$ cat src/rtl/shift_subtractor.sv
// rtl/shift_subtractor.sv - pipelined W-bit unsigned subtractor from N-bit slices with registered borrows
// Inputs are skewed per slice and outputs deskewed, so results leave word-aligned after S cycles.
module shift_subtractor #(
  parameter int W = 16,
  parameter int N = 4
) (
  input  logic         clk,
  input  logic         rst,
  input  logic         in_valid,
  input  logic [W-1:0] in_a,
  input  logic [W-1:0] in_b,
  output logic         out_valid,
  output logic [W-1:0] out_diff,
  output logic         out_borrow
);

  localparam int S = W / N;

  logic [W-1:0] w_diff_aligned;

  genvar k;
  generate
    for (k = 0; k < S; k++) begin : g_slice
      logic [N-1:0] w_a;
      logic [N-1:0] w_b;
      logic         w_v;
      logic         w_bin;
      logic [N:0]   w_res;
      logic [N-1:0] w_dout;
      logic [N-1:0] r_diff;
      logic         r_bor;
      logic         r_v;

      if (k == 0) begin : g_live
        assign w_a   = in_a[N-1:0];
        assign w_b   = in_b[N-1:0];
        assign w_v   = in_valid;
        assign w_bin = 1'b0;
      end else begin : g_skew
        // Chunk k and its valid bit are delayed k cycles to meet the borrow from slice k-1.
        logic [N-1:0] r_a_sk [k];
        logic [N-1:0] r_b_sk [k];
        logic         r_v_sk [k];

        always_ff @(posedge clk or posedge rst) begin
          if (rst) begin
            for (int j = 0; j < k; j++) begin
              r_a_sk[j] <= '0;
              r_b_sk[j] <= '0;
              r_v_sk[j] <= 1'b0;
            end
          end else begin
            r_a_sk[0] <= in_a[k*N +: N];
            r_b_sk[0] <= in_b[k*N +: N];
            r_v_sk[0] <= in_valid;
            for (int j = 1; j < k; j++) begin
              r_a_sk[j] <= r_a_sk[j-1];
              r_b_sk[j] <= r_b_sk[j-1];
              r_v_sk[j] <= r_v_sk[j-1];
            end
          end
        end

        assign w_a   = r_a_sk[k-1];
        assign w_b   = r_b_sk[k-1];
        assign w_v   = r_v_sk[k-1];
        assign w_bin = g_slice[k-1].r_bor;
      end

      assign w_res = {1'b0, w_a} - {1'b0, w_b} - {{N{1'b0}}, w_bin};

      // Borrow is forced low on bubbles so an idle stage never leaks into the next slice.
      always_ff @(posedge clk or posedge rst) begin
        if (rst) begin
          r_diff <= '0;
          r_bor  <= 1'b0;
          r_v    <= 1'b0;
        end else begin
          r_diff <= w_res[N-1:0];
          r_bor  <= w_v & w_res[N];
          r_v    <= w_v;
        end
      end

      if (k < S - 1) begin : g_deskew
        logic [N-1:0] r_dsk [S-1-k];

        always_ff @(posedge clk or posedge rst) begin
          if (rst) begin
            for (int j = 0; j < S - 1 - k; j++) begin
              r_dsk[j] <= '0;
            end
          end else begin
            r_dsk[0] <= r_diff;
            for (int j = 1; j < S - 1 - k; j++) begin
              r_dsk[j] <= r_dsk[j-1];
            end
          end
        end

        assign w_dout = r_dsk[S-2-k];
      end else begin : g_last
        assign w_dout = r_diff;
      end

      assign w_diff_aligned[k*N +: N] = w_dout;
    end
  endgenerate

  assign out_diff   = w_diff_aligned;
  assign out_borrow = g_slice[S-1].r_bor;
  assign out_valid  = g_slice[S-1].r_v;

endmodule

$ cat config.mk
export PLATFORM = sky130hd
export DESIGN_NAME = shift_subtractor
export DESIGN_NICKNAME = d
export VERILOG_FILES = /design/src/rtl/shift_subtractor.sv
export SDC_FILE = /design/constraint.sdc
export NUM_CORES = 1
export LEC_CHECK = 0
export ABC_AREA = 1
export BUFFER_PORTS_ARGS = -buffer_cell sky130_fd_sc_hd__buf_2
export CAP_MARGIN = 25
export CORE_MARGIN = 2
export CORE_UTILIZATION = 59
export DETAILED_ROUTE_END_ITERATION = 12
export PLACE_DENSITY = 0.89
export SYNTH_ARGS = -nofsm -noshare
export SYNTH_HDL_FRONTEND = slang
export SYNTH_SLANG_ARGS = --single-unit
$ cat constraint.sdc
create_clock -name clk -period 5.3 [get_ports clk]
set_input_delay 1.06 -clock clk [delete_from_list [all_inputs] [get_ports clk]]
set_output_delay 1.06 -clock clk [all_outputs]
set_load 0.02 [all_outputs]
==> results of run 1 <==
## registers in the layout, summed over array words and instances, names as in the netlist
register and count:
g_slice.w_v 1, g_slice.g_skew.r_v_sk 2, g_slice.w_dout 8, g_slice.w_b 8, g_slice.g_skew.r_a_sk 16, g_slice.r_bor 3, out_borrow 1, g_slice.g_skew.r_b_sk 16
out_valid 1, g_slice.g_deskew.r_dsk 16, g_slice.w_a 8, g_slice.r_diff 16
## where the power goes
group / leakage [nW] / switching, mW / internal (mW)
registers: 1.13 / 0.0231 / 0.814
logic: 0.749 / 0.110 / 0.0666
clock network: 0.0999 / 0.221 / 0.224
total: 1.97 / 0.354 / 1.10
## worst max-delay path by stage
stage / end / depth (start not counted) / start
after floorplan: g_slice[0].g_deskew.r_dsk[10] / 1 / rst
after global placement: g_slice[0].r_bor / 8 / in_a[0]
after detailed placement: g_slice[0].r_bor / 8 / in_a[0]
after CTS: out_diff[7] / 1 / g_slice[1].w_dout[3]
after global routing: out_diff[5] / 1 / g_slice[1].w_dout[1]
final: out_diff[1] / 1 / g_slice[0].w_dout[1]
## layout by cell type (no fill, tap or decap), types with 2 or more instances in the layout
cell type,synthesis,layout
sky130_fd_sc_hd__dfrtp_1,96,96
sky130_fd_sc_hd__buf_2,0,52
sky130_fd_sc_hd__inv_1,45,44
sky130_fd_sc_hd__ha_1,20,20
sky130_fd_sc_hd__nand2_1,17,17
sky130_fd_sc_hd__clkbuf_8,0,13
sky130_fd_sc_hd__nand3_1,7,7
sky130_fd_sc_hd__fa_1,7,7
sky130_fd_sc_hd__xor2_1,5,5
sky130_fd_sc_hd__a21oi_1,5,5
sky130_fd_sc_hd__nor2_1,4,4
sky130_fd_sc_hd__o21ai_0,3,3
sky130_fd_sc_hd__xnor2_1,2,2
sky130_fd_sc_hd__nand4_1,2,2
sky130_fd_sc_hd__clkbuf_1,1,2
## routing by layer
layer	up-vias	share of wire (%)	track usage, %
met1	765	38	17.3
met5	-	0	0
met2	44	55	28.5
met4	0	2.2	9.82
li1	772	-	-
met3	9	4.5	3.45
## kinds of logic (layout without fill, tap and decap cells)
family	Yosys count	count (layout)
adder cells (fa/ha/maj)	27	27
AO/OA/AOI/OAI	8	8
XOR/XNOR	7	7
buffers and inverters	54	114
AND/OR/NAND/NOR	31	31
flip-flops	96	96
## cell type report
cell class,instances,share of cell area [%]
flip-flops and latches,96,63.7
multi-input cells,73,16.6
repair buffers,53,7.63
clock buffers,15,4.94
inverters,45,4.54
well taps,72,2.39
clock inverters,1,0.232
## stage by stage
stage / utilization, % / power (mW) / hold WS (ns)
after CTS: 69.8 / 1.48 / 0.353
after floorplan: - / 0.978 / 0.331
after global routing: 69.8 / 1.54 / 0.359
after global placement: 65.7 / 1.01 / 0.331
after detailed placement: 66.2 / 1.03 / 0.335
final: 69.8 / 1.46 / 0.350
==> results.txt, run 1 <==
----------------------------------------------------
[Critical path]
  Reg2Reg Setup Slack ... 3.55 ns
  Worst r2r dst ... out_borrow
  Depth of the worst register-to-register path ... 8
  Critical path startpoint category ... flop
  CP peak stage delay ... between 0.3 and 0.4 ns
  Cells along the critical path ... buf_2
  Highest fanout seen on the critical path ... 1
  Crit path buf inv count ... 1
  Largest delay share family, worst path ... flip-flops
  Critical Path End Type ... output pin
  Cell with the largest stage delay on the worst path ... sky130_fd_sc_hd__dfrtp_1
  Startpoint of the most critical register-to-register path ... g_slice[3].w_a[0]
  Critical path arrival ... 0.88 ns
  Required @ worst endpoint ... about 4.2 ns
  Critical path start-end classification ... reg2out

[Timing]
  Min setup slack post-route ... 3.36 ns
  # setup viols final ... 0
  Worst slew pin tran ... between 0.5 and 0.6 ns
  Minimum period implied by the final worst setup slack ... between 1.5 and 2 ns
  Final period util ... a little over a third
  Number of max-slew violations in the final report ... 0
  Fmax ... slightly above 500 MHz
  Final hold violation count ... 0
  Sum Neg Setup Slack ... 0 ns
  RSZ-0062 raised after global routing ... no
  Worst clock skew ... between 0.007 and 0.008 ns
  Remaining max-slew budget at the tightest pin ... 62.6%

[Drt]
  Post-detailed-route DRC marker count ... 0
  Detail Route Antenna Nets ... 0
  First-pass DRT Iterations ... 6
  Avg WL per Cell ... approximately 12 um
  Violation count after the first detailed-route iteration ... 66
  Routed wire length ... 4100 um
  Via count ... 1590
  Via density ... 4.48

[Power and ir drop]
  Leakage power total ... 1.97 nW
  Pwr Density ... ~390 nW/um^2
  Largest vdd supply drop ... 227 uV

[GRT]
  Overall Global Routing Usage ... 16.0%
  Global-route wire length before repair ... 7140 um
  Remaining global-route overflow ... 0
  Maximum number of pins on one net before global-route repair ... just over 50
  Vias in the first global route ... 1660
  Number of antenna violations at the first check in global routing ... 0

[Layout]
  Proportion of layout cells with a drive suffix above 1 ... 24.0%
  Antenna diode count ... 0
  Final Instance Area ... 3770 um^2
  Non-filler instance count after layout ... 355
  Area of the multi-input gates ... between 600 and 700 um^2
  Total of fill cells in the finished design ... roughly 380
  Register area ... 2400 um^2
  Number of nets in the finished design ... 340
  Layout Area Growth over Synthesis ... 15.7%

[Min path]
  Number of instances on the worst hold path ... 0
  Worst min path class ... reg2reg
  Hold Crit Start ... g_slice[0].r_diff[3]
  Endpoint with the worst hold slack ... g_slice[0].g_deskew.r_dsk[11]

[Synthesis]
  Post-synth top area share ... 73.7%
  Count of unique library cells instantiated by Yosys ... 15
  Compound-cell area share of the yosys netlist ... under 10%
  Cell Area, Synth ... 3260 um^2
  Post-synthesis sequential area ratio ... 73.7%
  Largest cells by area after synthesis ... sky130_fd_sc_hd__dfrtp_1, sky130_fd_sc_hd__ha_1, sky130_fd_sc_hd__inv_1
  Synthesized instance count ... ~220
  Most repeated cell in the gate-level netlist after synthesis ... sky130_fd_sc_hd__dfrtp_1
  Share of synthesized area spent on multiplexers ... 0%
  Post-Synthesis Net Count ... 285
  Post-synthesis share of cell area spent on xor and xnor gates ... between 1.5 and 2%
  Most frequent cells after synthesis ... sky130_fd_sc_hd__dfrtp_1, sky130_fd_sc_hd__inv_1, sky130_fd_sc_hd__ha_1, sky130_fd_sc_hd__nand2_1, sky130_fd_sc_hd__buf_4
  Fraction of registers with async set/reset ... 100%
  Number of synthesized flops with an enable pin ... 0
  Cell accounting for the most synthesized area ... sky130_fd_sc_hd__dfrtp_1
  #FFs+latches synth ... 96
  Post-synthesis adder-cell area fraction ... 12.0%
  Main combinational cell family by area after synthesis ... adder cells
  Yosys warning total ... 0
  Post-Synth Simple-Gate Area ... ~4.1%
  Most common flop cell mapped by yosys ... sky130_fd_sc_hd__dfrtp_1
  Avg Inst Size Synth ... 14.6 um^2

[Die]
  Total Die Area ... slightly above 6000 um^2
  Width of the die ... 78.3 um
  Boundary pin count ... 53
  Core area ... 5410 um^2
  Number of placement rows ... 27
  Initial core utilization ... 60.3%
  Y dimension of the die ... 78.3 um

[Place]
  Post-detailed-placement cell area ... 3580 um^2
  Global placement routability congestion ... 0.755
  # placed instances ... 339
  Estimated wirelength of the detail-placed design ... 2990 um
  Setup WS pre-CTS ... 3.12 ns
  I/O Buffers ... 52

[Clocking]
  CTS tree ... yes
  Insertion delay of the later-clocked pin in the worst-skew pair ... about 0.34 ns
  Post_cts resized ... 0
  Post-CTS Setup Inserts ... 0
  H-tree depth reported by CTS ... 3
  Maximum count of clock buffers along a single path ... 2
  Number of clock sinks ... 96
  CTS hold repair buffers ... 0
  Total clock buffers created by CTS ... 9
  Clock slew at the register clock pins of the worst setup and hold paths ... 0.08 ns
  Clock root cell ... sky130_fd_sc_hd__clkbuf_8

[Flow run]
  Maximum Capacitance Violations ... 0

[Run status]
  Outcome ... finished clean

----------------------------------------------------
Note: power is estimated with default switching activity, not from simulation.
==> run 2, diff against run 1 <==
--- a/config.mk
+++ b/config.mk
@@ -9,9 +9,9 @@
 export BUFFER_PORTS_ARGS = -buffer_cell sky130_fd_sc_hd__buf_2
 export CAP_MARGIN = 25
 export CORE_MARGIN = 2
-export CORE_UTILIZATION = 59
+export CORE_UTILIZATION = 49
 export DETAILED_ROUTE_END_ITERATION = 12
-export PLACE_DENSITY = 0.89
+export PLACE_DENSITY = 0.8
 export SYNTH_ARGS = -nofsm -noshare
 export SYNTH_HDL_FRONTEND = slang
 export SYNTH_SLANG_ARGS = --single-unit
==> constraint.sdc (replaced) <==
create_clock -name clk -period 1.6 [get_ports clk]
set_input_delay 0.32 -clock clk [delete_from_list [all_inputs] [get_ports clk]]
set_output_delay 0.32 -clock clk [all_outputs]
set_load 0.02 [all_outputs]
==> results.txt, run 2 (synthesis results as in run 1) <==
----------------------------------------------------
[Run status]
  Outcome ... complete, but fails checks (was finished clean)
  Violated checks ... negative setup slack

[Drt]
  Routed wire length ... 4340 um (was 4100 um)
  Via count ... 1637 (was 1590)
  Violation count after the first detailed-route iteration ... 64 (was 66)
  Detail Route Antenna Nets ... 0 (unchanged)
  First-pass DRT Iterations ... 4 (was 6)
  Via density ... 4.51 (was 4.48)
  Post-detailed-route DRC marker count ... 0 (unchanged)
  Avg WL per Cell ... 11.9 um (was 11.6 um)

[GRT]
  Met1 Usage GRT ... 15.5% (was 17.3%)
  Met3 layer usage reported by global route ... 5.00% (was 3.45%)
  Met2 track demand over resource in global routing ... 20.8% (was 28.5%)
  Maximum number of pins on one net before global-route repair ... 54 (was 51)
  Global-route wire length before repair ... 7080 um (was 7140 um)
  Overall Global Routing Usage ... 13.3% (was 16.0%)
  Vias in the first global route ... 1663 (was 1660)
  Global route hottest layer ... met2 (unchanged)
  Number of antenna violations at the first check in global routing ... 0 (unchanged)
  Remaining global-route overflow ... 0 (unchanged)

[Flow run]
  Maximum Capacitance Violations ... 0 (unchanged)

[Place]
  I/O Buffers ... 52 (unchanged)
  Setup WS pre-CTS ... -0.125 ns (was 3.12 ns)
  Global placement routability congestion ... 0.788 (was 0.755)
  Estimated wirelength of the detail-placed design ... 3040 um (was 2990 um)

[Layout]
  Most used cells in the layout excluding fill and tap cells ... sky130_fd_sc_hd__dfrtp_1, sky130_fd_sc_hd__buf_2, sky130_fd_sc_hd__inv_1 (unchanged)
  Proportion of layout cells with a drive suffix above 1 ... 31.5% (was 24.0%)
  Antenna diode count ... 0 (unchanged)
  Layout Area Growth over Synthesis ... 19.2% (was 15.7%)
  Number of nets in the finished design ... 344 (was 340)
  Most common cell after layout, fill and taps aside ... sky130_fd_sc_hd__dfrtp_1 (unchanged)
  Final standard cell utilization of the core ... 60.9% (was 69.8%)

[Timing]
  Hold WS ... 0.0690 ns (was 0.350 ns)
  Worst clock skew ... 0.00934 ns (was 0.00748 ns)
  Final hold violation count ... 0 (unchanged)
  Worst slew pin tran ... 0.411 ns (was 0.560 ns)
  Sum Neg Setup Slack ... -0.0668 ns (was 0 ns)
  Final period util ... 102%
  RSZ-0062 raised after global routing ... yes (was no)
  # setup viols final ... 3 (was 0)
  Min setup slack post-route ... -0.0354 ns (was 3.36 ns)
  Minimum period implied by the final worst setup slack ... roughly 1.6 ns
  Fmax ... roughly 610 MHz
  Remaining max-slew budget at the tightest pin ... 72.5% (was 62.6%)
  Number of max-slew violations in the final report ... 0 (unchanged)

[Critical path]
  Highest fanout seen on the critical path ... 2 (was 1)
  Worst r2r dst ... g_slice[2].r_diff[3] (was out_borrow)
  Startpoint of the most critical register-to-register path ... g_slice[2].w_b[0] (was g_slice[3].w_a[0])
  Critical Path End Type ... flop (was output pin)
  Depth of the worst register-to-register path ... 8 (unchanged)
  Critical path startpoint category ... flop (unchanged)
  Required @ worst endpoint ... 1.84 ns (was 4.24 ns)
  Reg2Reg Setup Slack ... -0.04 ns (was 3.55 ns)
  Critical path start-end classification ... reg2reg (was reg2out)
  Critical path arrival ... 1.88 ns (was 0.88 ns)

[Clocking]
  CTS tree ... yes (unchanged)
  Clock root cell ... sky130_fd_sc_hd__clkbuf_8 (unchanged)
  H-tree depth reported by CTS ... 3 (unchanged)
  Maximum count of clock buffers along a single path ... 2 (unchanged)
  Total clock buffers created by CTS ... 9 (unchanged)
  Clock slew at the register clock pins of the worst setup and hold paths ... 0.08 ns (about the same)
  Number of clock sinks ... 96 (unchanged)
  Insertion delay of the later-clocked pin in the worst-skew pair ... 0.35 ns (was 0.34 ns)

[Power and ir drop]
  Leakage power total ... 1.98 nW (was 1.97 nW)
  Pwr Density ... 1280 nW/um^2 (was 386 nW/um^2)
  Largest vdd supply drop ... 820 uV (was 227 uV)
  Final total power ... 4.99 mW (was 1.46 mW)

[Die]
  Boundary pin count ... 53 (unchanged)
  Number of placement rows ... 29 (was 27)
  Core area ... 6390 um^2 (was 5410 um^2)
  Total Die Area ... 7320 um^2 (was 6140 um^2)
  Y dimension of the die ... 85.6 um (was 78.3 um)
  Initial core utilization ... 51.1% (was 60.3%)
  Width of the die ... 85.6 um (was 78.3 um)

[Min path]
  Endpoint with the worst hold slack ... g_slice[3].g_skew.r_b_sk[10] (was g_slice[0].g_deskew.r_dsk[11])
  Hold Crit Start ... in_b[14] (was g_slice[0].r_diff[3])
  Number of instances on the worst hold path ... 1 (was 0)
  Worst min path class ... in2reg (was reg2reg)

----------------------------------------------------
## run 2: cell count changes in the layout (fill, tap and decap cells not counted), moves of 2 or more
cell	previous run	this run
sky130_fd_sc_hd__o21ai_0	3	1
sky130_fd_sc_hd__fa_1	7	1
sky130_fd_sc_hd__buf_4	0	2
sky130_fd_sc_hd__buf_12	0	2
sky130_fd_sc_hd__ha_1	20	18
sky130_fd_sc_hd__inv_1	44	38
sky130_fd_sc_hd__inv_2	0	6
sky130_fd_sc_hd__ha_4	0	2
sky130_fd_sc_hd__o21ai_2	0	2
sky130_fd_sc_hd__clkinvlp_4	0	2
sky130_fd_sc_hd__fa_2	0	6
## run 2: final cells by class
| type | count | area (um^2) |
|---|---|---|
| Timing Repair Buffer | 57 | 325 |
| Inverter | 45 | 173 |
| Multi-Input combinational cell | 73 | 684 |
| Fill cell | 497 | 2500 |
| Sequential cell | 96 | 2400 |
| Tap cell | 77 | 96.3 |
| Clock buffer | 13 | 169 |
| Clock inverter | 2 | 37.5 |
## run 2: worst max-delay path by stage
stage                 startpoint              endpoint  slack, ns  cells after the start
2_1_floorplan  g_slice[3].w_a[0]  g_slice[3].r_diff[3]      0.001                      7
3_3_place_gp   g_slice[3].w_a[0]  g_slice[3].r_diff[3]      -0.02                      7
3_5_place_dp    g_slice[1].r_bor  g_slice[2].r_diff[3]      -0.12                      8
4_1_cts         g_slice[1].r_bor      g_slice[2].r_bor     -0.007                      9
5_1_grt        g_slice[2].w_b[0]  g_slice[2].r_diff[3]      -0.10                      8
6_report       g_slice[2].w_b[0]  g_slice[2].r_diff[3]      -0.04                      8
## run 2: stage by stage
step / instances / area, um^2
final: 363 / 3890
after global routing: 363 / 3890
after CTS: 362 / 3830
after detailed placement: 346 / 3610
after global placement: 346 / 3610
after floorplan: 223 / 3270
## run 2: routing by layer
| layer | vias to the layer above | routed length [um] |
|---|---|---|
| li1 | 775 | - |
| met1 | 807 | 1800 |
| met2 | 46 | 2180 |
| met3 | 9 | 249 |
| met4 | 0 | 110 |
| met5 | - | 0 |
## run 2: critical path: stages, from the launching register on
cell,delay (ns)
sky130_fd_sc_hd__dfrtp_1,0.34
sky130_fd_sc_hd__inv_2,0.04
sky130_fd_sc_hd__fa_2,0.58
sky130_fd_sc_hd__inv_2,0.05
sky130_fd_sc_hd__ha_4,0.15
sky130_fd_sc_hd__o21ai_2,0.15
sky130_fd_sc_hd__nand3_1,0.09
sky130_fd_sc_hd__nand2_1,0.08
sky130_fd_sc_hd__nand2_1,0.06
## run 2: power by group
group / leakage (nW) / internal (mW) / switching [mW] / total (mW)
clock: 0.102 / 0.843 / 0.737 / 1.58
combinational: 0.757 / 0.251 / 0.388 / 0.639
sequential: 1.13 / 2.70 / 0.0791 / 2.77
total: 1.98 / 3.79 / 1.20 / 4.99
## run 2: repair_timing
| item | 4_1_cts | 5_1_grt |
|---|---|---|
| setup endpoints to repair | 4 | 6 |
| endpoints found under the hold margin | 15 | 0 |
| buffers inserted | 0 | 1 |
| gates resized for setup | 5 | 17 |
| hold buffers | 1 | 0 |
| pin swaps | 2 | 10 |
